File: src/rtl/rangedecode_pkg.sv
// Shared constants and helpers for the address range decoder.
// Holds the default slave map and the index of the "no slave matched" select bit.
package rangedecode_pkg;

    localparam int unsigned DEF_NS = 4;
    localparam int unsigned DEF_AW = 32;

    // Default map: four 256 MiB windows at the bottom of the address space.
    localparam logic [DEF_NS*DEF_AW-1:0] DEF_SLAVE_BASE = {
        32'h3000_0000, 32'h2000_0000, 32'h1000_0000, 32'h0000_0000
    };
    localparam logic [DEF_NS*DEF_AW-1:0] DEF_SLAVE_LAST = {
        32'h3FFF_FFFF, 32'h2FFF_FFFF, 32'h1FFF_FFFF, 32'h0FFF_FFFF
    };

    // The decode vector carries one bit per slave plus a trailing "none" bit.
    function automatic int unsigned none_sel_idx(input int unsigned ns);
        return ns;
    endfunction

endpackage

File: src/rtl/rangedecode_match.sv
// Combinational priority range match: one-hot select of the lowest-index
// enabled slave whose [base, last] window contains the address, else "none".
module rangedecode_match import rangedecode_pkg::*; #(
    parameter int unsigned         NS             = DEF_NS,
    parameter int unsigned         AW             = DEF_AW,
    parameter logic [NS*AW-1:0]    SLAVE_BASE     = DEF_SLAVE_BASE,
    parameter logic [NS*AW-1:0]    SLAVE_LAST     = DEF_SLAVE_LAST,
    parameter logic [NS-1:0]       ACCESS_ALLOWED = '1
) (
    input  logic [AW-1:0] i_addr,
    output logic [NS:0]   o_decode
);

    localparam int unsigned NONE = none_sel_idx(NS);

    logic [NS-1:0] w_hit;
    logic          w_found;

    always_comb begin
        w_hit = '0;
        for (int unsigned k = 0; k < NS; k++) begin
            w_hit[k] = ACCESS_ALLOWED[k]
                     && (i_addr >= SLAVE_BASE[k*AW +: AW])
                     && (i_addr <= SLAVE_LAST[k*AW +: AW]);
        end
    end

    // Lowest index wins, so overlapping windows still give a one-hot result.
    always_comb begin
        o_decode = '0;
        w_found  = 1'b0;
        for (int unsigned k = 0; k < NS; k++) begin
            if (!w_found && w_hit[k]) begin
                o_decode[k] = 1'b1;
                w_found     = 1'b1;
            end
        end
        o_decode[NONE] = !w_found;
    end

endmodule

File: src/rtl/rangedecode.sv
// Registered address range decoder with a one-entry skid buffer so that the
// upstream stall is registered, plus a saturating count of unmatched transfers.
module rangedecode import rangedecode_pkg::*; #(
    parameter int unsigned         NS             = DEF_NS,
    parameter int unsigned         AW             = DEF_AW,
    parameter int unsigned         DW             = 38,
    parameter logic [NS*AW-1:0]    SLAVE_BASE     = DEF_SLAVE_BASE,
    parameter logic [NS*AW-1:0]    SLAVE_LAST     = DEF_SLAVE_LAST,
    parameter logic [NS-1:0]       ACCESS_ALLOWED = '1,
    parameter bit                  OPT_LOWPOWER   = 1'b0,
    parameter int unsigned         CW             = 16
) (
    input  logic          i_clk,
    input  logic          i_reset,
    input  logic          i_valid,
    output logic          o_stall,
    input  logic [AW-1:0] i_addr,
    input  logic [DW-1:0] i_data,
    output logic          o_valid,
    input  logic          i_stall,
    output logic [NS:0]   o_decode,
    output logic [AW-1:0] o_addr,
    output logic [DW-1:0] o_data,
    output logic [CW-1:0] o_miss_count
);

    localparam int unsigned NONE = none_sel_idx(NS);

    logic [NS:0]   w_in_decode;
    logic          w_accept;
    logic          w_out_ready;
    logic          w_miss_xfer;

    logic          r_valid;
    logic [NS:0]   r_decode;
    logic [AW-1:0] r_addr;
    logic [DW-1:0] r_data;

    logic          r_skid_full;
    logic [NS:0]   r_skid_decode;
    logic [AW-1:0] r_skid_addr;
    logic [DW-1:0] r_skid_data;

    logic [CW-1:0] r_miss_count;

    rangedecode_match #(
        .NS             (NS),
        .AW             (AW),
        .SLAVE_BASE     (SLAVE_BASE),
        .SLAVE_LAST     (SLAVE_LAST),
        .ACCESS_ALLOWED (ACCESS_ALLOWED)
    ) u_match (
        .i_addr   (i_addr),
        .o_decode (w_in_decode)
    );

    always_comb begin
        w_accept    = i_valid && !r_skid_full;
        w_out_ready = !r_valid || !i_stall;
        w_miss_xfer = r_valid && !i_stall && r_decode[NONE];
    end

    // Output stage: the skid entry is older than anything on the input, so it
    // takes priority; while the skid is full the input is stalled anyway.
    always_ff @(posedge i_clk) begin
        if (i_reset) begin
            r_valid  <= 1'b0;
            r_decode <= '0;
            if (OPT_LOWPOWER) begin
                r_addr <= '0;
                r_data <= '0;
            end
        end else if (w_out_ready) begin
            if (r_skid_full) begin
                r_valid  <= 1'b1;
                r_decode <= r_skid_decode;
                r_addr   <= r_skid_addr;
                r_data   <= r_skid_data;
            end else if (w_accept) begin
                r_valid  <= 1'b1;
                r_decode <= w_in_decode;
                r_addr   <= i_addr;
                r_data   <= i_data;
            end else begin
                r_valid  <= 1'b0;
                r_decode <= '0;
                if (OPT_LOWPOWER) begin
                    r_addr <= '0;
                    r_data <= '0;
                end
            end
        end
    end

    // Skid stage: captures a request accepted while the output is held.
    always_ff @(posedge i_clk) begin
        if (i_reset) begin
            r_skid_full   <= 1'b0;
            r_skid_decode <= '0;
            if (OPT_LOWPOWER) begin
                r_skid_addr <= '0;
                r_skid_data <= '0;
            end
        end else if (r_skid_full && w_out_ready) begin
            r_skid_full <= 1'b0;
            if (OPT_LOWPOWER) begin
                r_skid_decode <= '0;
                r_skid_addr   <= '0;
                r_skid_data   <= '0;
            end
        end else if (w_accept && !w_out_ready) begin
            r_skid_full   <= 1'b1;
            r_skid_decode <= w_in_decode;
            r_skid_addr   <= i_addr;
            r_skid_data   <= i_data;
        end
    end

    always_ff @(posedge i_clk) begin
        if (i_reset) begin
            r_miss_count <= '0;
        end else if (w_miss_xfer && (r_miss_count != '1)) begin
            r_miss_count <= r_miss_count + 1'b1;
        end
    end

    always_comb begin
        o_stall      = r_skid_full;
        o_valid      = r_valid;
        o_decode     = r_decode;
        o_addr       = r_addr;
        o_data       = r_data;
        o_miss_count = r_miss_count;
    end

endmodule
File: config.mk
export PLATFORM = sky130hd
export DESIGN_NAME = rangedecode
export DESIGN_NICKNAME = d
export VERILOG_FILES = /design/src/rtl/rangedecode_pkg.sv /design/src/rtl/rangedecode_match.sv /design/src/rtl/rangedecode.sv
export SDC_FILE = /design/constraint.sdc
export NUM_CORES = 1
export LEC_CHECK = 0
export CAP_MARGIN = 20
export CORE_ASPECT_RATIO = 1.2
export CORE_MARGIN = 3
export CORE_UTILIZATION = 35
export DETAILED_ROUTE_END_ITERATION = 10
export GPL_TIMING_DRIVEN = 0
export SYNTH_ARGS = -nofsm -noshare
export SYNTH_HDL_FRONTEND = slang
export SYNTH_SLANG_ARGS = --single-unit
File: constraint.sdc
create_clock -name i_clk -period 9.05 [get_ports i_clk]
set_input_delay 1.3575 -clock i_clk [delete_from_list [all_inputs] [get_ports i_clk]]
set_output_delay 1.3575 -clock i_clk [all_outputs]
set_load 0.005 [all_outputs]
==> impl_metrics.env, run 1 <==
export IMPL_status="completed"
export IMPL_grt_pass1_vias=4190
export IMPL_fin_ws_ns=5.40
export IMPL_syn_nets=463
export IMPL_cts_setup_buffers=0
export IMPL_clock_sinks=168
export IMPL_synthToLayoutAreaGrowth_pct=41.6
export IMPL_io_pins=167
export IMPL_final_cell_area_um2=9080
export IMPL_synth_seq_cells=168
export IMPL_cap_viol_max_count=0
export IMPL_clkLatencyLatePin_ns=0.41
export IMPL_clock_skew_ns=0.00596
export IMPL_drt_iter0_drc=261
export IMPL_diodes=0
export IMPL_drive_gt1_frac=0.209
export IMPL_cts_tree="yes"
export IMPL_setup_viol=0
export IMPL_power_density_nw_per_um2=191
export IMPL_arrival_ns=3.77
export IMPL_placed_area_um2=8470
export IMPL_start_kind="input port"
export IMPL_wirelength_mm=14.3
export IMPL_synth_area_um2=6410
export IMPL_hold_buffers=0
export IMPL_die_w_um=130
export IMPL_async_reset_ff_frac=0
export IMPL_antenna_left=0
export IMPL_final_max_slew_viol_count=0
export IMPL_worstMarginPinSlew_ns=0.828
export IMPL_post_route_period_util=0.403
export IMPL_root_buffer="clkbuf_16"
export IMPL_start_util=0.361
export IMPL_netlist_instances=388
export IMPL_rsz0062_at_grt="no"
export IMPL_crit_chain="clkdlybuf4s50_1 -> and2_1 -> clkbuf_1 -> nor3_2 -> buf_6 -> buf_6 -> buf_6 -> buf_6 -> buf_6"
export IMPL_fmax_ghz=0.274
export IMPL_synth_cell_type_count=38
export IMPL_syn_avg_cell_area_um2=16.5
export IMPL_grt_usage=0.141
export IMPL_slew_headroom=0.445
export IMPL_core_area_um2=17800
export IMPL_row_count=53
export IMPL_synth_warnings=0
export IMPL_cpMostUsedCell="buf_6"
export IMPL_tns_ns=0
export IMPL_ctsLongestPathBuffers=2
export IMPL_seq_area_frac_synth=0.743
export IMPL_nNetsFinal=656
export IMPL_post_drt_via_cell_ratio=4.97
export IMPL_clkSlewWorstSetupHoldPaths_ns=0.06
export IMPL_crit_type="in2reg"
export IMPL_firstDrtPassIters=4
export IMPL_vdd_ir_drop_worst_mv=0.116
export IMPL_die_h_um=154
export IMPL_crit_slowest_cell="nor3_2"
export IMPL_ctsHtreeMaxLevel=4
export IMPL_critPathMaxStageDelay_ns=0.70
export IMPL_drc=0
export IMPL_cp_data_required_time_ns=9.17
export IMPL_place_ws_ns=4.93
export IMPL_antenna_found_initial=0
export IMPL_total_power_mw=1.73
export IMPL_placedCellCount=782
export IMPL_vias=4039
export IMPL_cts_made_buffers=17
export IMPL_grt_max_degree=33
export IMPL_hpwl_mm=10.2
export IMPL_overflow=0
export IMPL_synth_flop_cell="edfxtp_1"
export IMPL_power_static_leakage_nw=2.96
export IMPL_cp_end_kind="flop"
export IMPL_dieArea_um2=20000
export IMPL_fill_cells=1488
export IMPL_cp_max_fo=11
export IMPL_io_buffers=165
export IMPL_grt_pass1_wl_mm=22.1
export IMPL_stdcell_count=813
export IMPL_cts_resized_gates=0
export IMPL_wl_per_cell_um=17.5
export IMPL_gp_congestion=0.901
export IMPL_hp_class="reg2reg"
export IMPL_synth_edf_count=140
export IMPL_hold_viol_final=0
export IMPL_period_needed_ns=3.65
## cell families (layout without fill, tap and decap cells)
kind of cell,after synthesis,after routing,synth area share
DFF,168,168,0.743
and+or+nand+nor,87,87,0.0737
muxes,78,78,0.136
AOI/OAI and AO/OA,33,33,0.0328
buffers and inverters,21,226,0.0125
adders and majority gates,1,1,0.00195
## path summary, 6_finish.rpt
kind	from	to	slack [ns]	cells past startpoint
hold / removal	r_skid_decode[3]	r_skid_decode[3]	0.47	2
setup reg to reg	o_stall	o_data[17]	5.45	10
hold reg to reg	r_skid_decode[3]	r_skid_decode[3]	0.47	2
setup / recovery	i_stall	o_data[17]	5.40	9
## per-layer routing
| metal | share of wire | up-vias | track usage |
|---|---|---|---|
| met4 | 0.018 | 0 | 0.0500 |
| met1 | 0.44 | 1976 | 0.185 |
| met2 | 0.47 | 155 | 0.221 |
| li1 | - | 1888 | - |
| met3 | 0.072 | 20 | 0.0463 |
| met5 | 0 | - | 0 |
## critical path, delay by kind of cell
family,cells,cell delay [ns]
and+or+nand+nor,2,0.88
buffers and inverters,7,1.52
## power by group
part | switching, mW | internal [mW] | total [mW]
Combinational | 0.0448 | 0.0738 | 0.119
Clock | 0.306 | 0.440 | 0.746
Sequential | 0.00612 | 0.862 | 0.868
## cells in the final DEF, fill, tap and decap left out, drive strengths merged, types with 10 or more instances in the layout
master and n:
nor2 17, clkdlybuf4s50 165, clkbuf 28, mux2 75, edfxtp 140, a21oi 12
buf 14, dfxtp 28, nand3 10, nand2 20, inv 11
## per-stage QoR
step	hold slack (ns)	util
floorplan	0.432	-
global placement	0.444	0.469
detailed placement	0.458	0.477
CTS	0.467	0.511
global route	0.486	0.511
finish	0.472	0.511
## state kept, by name (all words and copies together) (netlist names)
| register | cells |
|---|---|
| o_data | 38 |
| r_skid_data | 38 |
| o_addr | 32 |
| r_skid_addr | 32 |
| o_miss_count | 16 |
| o_decode | 5 |
| r_skid_decode | 5 |
| o_stall | 1 |
| o_valid | 1 |
## final cells by class
type	count	area (um^2)	share of cell area
Clock buffer	17	425	0.0468
Multi-Input combinational cell	199	1580	0.174
Buffer	16	61.3	0.00675
Clock inverter	14	185	0.0204
Sequential cell	168	4760	0.525
Inverter	5	18.8	0.00207
Timing Repair Buffer	174	1770	0.195
Tap cell	220	275	0.0303
## cells in the mapped netlist (2+ instances only)
cell type    n  share of area
a211oi_1     3         0.0035
a21oi_1     12         0.0094
a31oi_1      5         0.0049
buf_1        4         0.0023
clkbuf_1    11         0.0064
dfxtp_1     28          0.087
edfxtp_1   140           0.66
inv_1        5         0.0029
mux2_2      75           0.13
mux2i_1      3         0.0047
nand2_1     20          0.012
nand2b_1     3         0.0029
nand3_1     10         0.0078
nand4_1      3         0.0029
nand4_2      2         0.0039
nor2_1      17         0.0099
nor2b_1      5         0.0049
nor3_1       5         0.0039
nor4_1       6         0.0059
o21ai_0      3         0.0023
o31a_1       2         0.0027
o31ai_1      4         0.0047
or2_2        2         0.0020
or3_1        4         0.0039
or4_1        3         0.0035
Note: power is estimated with default switching activity, not from simulation.
==> run 2, diff against run 1 <==
- clock period: 9.05 -> 3.8 ns (I/O delays scaled with it)
==> impl_metrics.env, run 2 (synthesized netlist as in run 1, its figures left out) <==
export IMPL_antenna_found_initial=0
export IMPL_hp_class="reg2reg"
export IMPL_status="completed"
export IMPL_grt_max_degree=30
export IMPL_grt_pass1_wl_mm=21.7
export IMPL_tns_ns=0
export IMPL_diodes=0
export IMPL_arrival_ns=3.32
export IMPL_start_kind="flop"
export IMPL_clock_skew_ns=0.00595
export IMPL_io_buffers=165
export IMPL_setup_viol=0
export IMPL_wirelength_mm=14.2
export IMPL_core_area_um2=17800
export IMPL_hp_start="r_skid_decode[0]"
export IMPL_p_clk_frac=0.419
export IMPL_power_share_sequential=0.511
export IMPL_vias=4046
export IMPL_nNetsFinal=653
export IMPL_antenna_left=0
export IMPL_r2r_start="o_stall"
export IMPL_hold_buffers=0
export IMPL_hold_viol_final=0
export IMPL_dieArea_um2=20000
export IMPL_postLayoutCoreUtil=0.510
export IMPL_grt_usage=0.141
export IMPL_post_route_period_util=0.842
export IMPL_period_needed_ns=3.20
export IMPL_clkLatencyLatePin_ns=0.42
export IMPL_stdcell_count=811
export IMPL_gp_congestion=0.895
export IMPL_cts_setup_buffers=0
export IMPL_die_w_um=130
export IMPL_power_density_nw_per_um2=446
export IMPL_p_sw_frac=0.219
export IMPL_cts_tree="yes"
export IMPL_root_buffer="clkbuf_16"
export IMPL_clock_sinks=168
export IMPL_p_comb_frac=0.070
export IMPL_synthToLayoutAreaGrowth_pct=41.4
export IMPL_internal_power_mw=3.16
export IMPL_ctsHtreeMaxLevel=4
export IMPL_firstDrtPassIters=5
export IMPL_crit_type="reg2reg"
export IMPL_final_cell_mix="clkdlybuf4s50_1, edfxtp_1, mux2_2"
export IMPL_vdd_ir_drop_worst_mv=0.310
export IMPL_clkSlewWorstSetupHoldPaths_ns=0.07
export IMPL_overflow=0
export IMPL_power_static_leakage_nw=2.95
export IMPL_cap_viol_max_count=0
export IMPL_p_switching_mw=0.888
export IMPL_drt_iter0_drc=279
export IMPL_io_pins=167
export IMPL_cp_data_required_time_ns=3.92
export IMPL_die_h_um=154
export IMPL_cts_resized_gates=0
export IMPL_final_max_slew_viol_count=0
export IMPL_grt_pass1_vias=4071
export IMPL_cp_end_kind="flop"
export IMPL_fmax_ghz=0.313
export IMPL_post_drt_via_cell_ratio=4.99
export IMPL_row_count=53
export IMPL_drive_gt1_frac=0.206
export IMPL_hpwl_mm=10.2
export IMPL_crit_start="o_stall"
export IMPL_ctsLongestPathBuffers=2
export IMPL_wl_per_cell_um=17.5
export IMPL_cp_max_fo=20
export IMPL_cts_made_buffers=17
export IMPL_drc=0
export IMPL_worstMarginPinSlew_ns=0.808
export IMPL_slew_headroom=0.460
export IMPL_start_util=0.361
export IMPL_final_common_cell="clkdlybuf4s50_1"
export IMPL_placedCellCount=779
export IMPL_rsz0062_at_grt="no"
## run 2: cell types whose count changed in the layout (fill, tap and decap cells not counted)
cell,previous run,this run
nor3_4,0,1
buf_8,0,2
nor3_2,1,0
bufinv_16,3,1
buf_16,0,2
buf_6,7,0
clkinv_4,2,0
clkinv_2,0,1
inv_8,1,3
clkinv_8,0,1
clkinvlp_4,3,4
## run 2: power groups by stage
stage	logic [mW]	clock network, mW	registers (mW)
final	0.284	1.70	2.07
after global routing	0.307	1.81	2.07
after CTS	0.290	1.74	2.07
after detailed placement	0.288	0	2.11
after global placement	0.268	0	2.11
after floorplan	0.0834	0	2.11
## run 2: stage by stage
step                      cell area (um^2)  total power, mW  setup WS, ns  hold WS (ns)
final                                 9070             4.05         0.602         0.467
after global routing                  9070             4.19         0.299         0.491
after CTS                             9070             4.10         0.462         0.471
after detailed placement              8490             2.40         0.531         0.451
after global placement                8360             2.38         -1.25         0.442
after floorplan                       6430             2.20         0.344         0.432
## run 2: worst max-delay path, stage by stage (launching register included)
cell      delay, ns
dfxtp_1        0.33
clkbuf_1       0.26
buf_1          0.53
clkbuf_1       0.49
nor2_1         0.20
nor3_4         0.66
buf_16         0.24
buf_16         0.18
## run 2: final cells by class
class	instances	area [um^2]
Timing Repair Buffer	171	1780
Multi-Input combinational cell	199	1590
Sequential cell	168	4760
Inverter	5	18.8
Fill cell	1491	8700
Tap cell	220	275
Clock inverter	15	159
Buffer	16	61.3
Clock buffer	17	425
## run 2: worst paths after layout
check	slack (ns)	to	cells past startpoint
worst max-delay path	0.60	o_data[35]	7
worst min-delay path	0.47	r_skid_decode[0]	2
worst max register to register	0.60	o_data[35]	7
worst min register to register	0.47	r_skid_decode[0]	2
## run 2: per-layer routing
layer | GRT usage | share of wire | routed length [um]
met2 | 0.223 | 0.47 | 6710
met1 | 0.176 | 0.42 | 6020
met3 | 0.0466 | 0.071 | 1010
met5 | 0 | 0 | 0
met4 | 0.0658 | 0.030 | 427
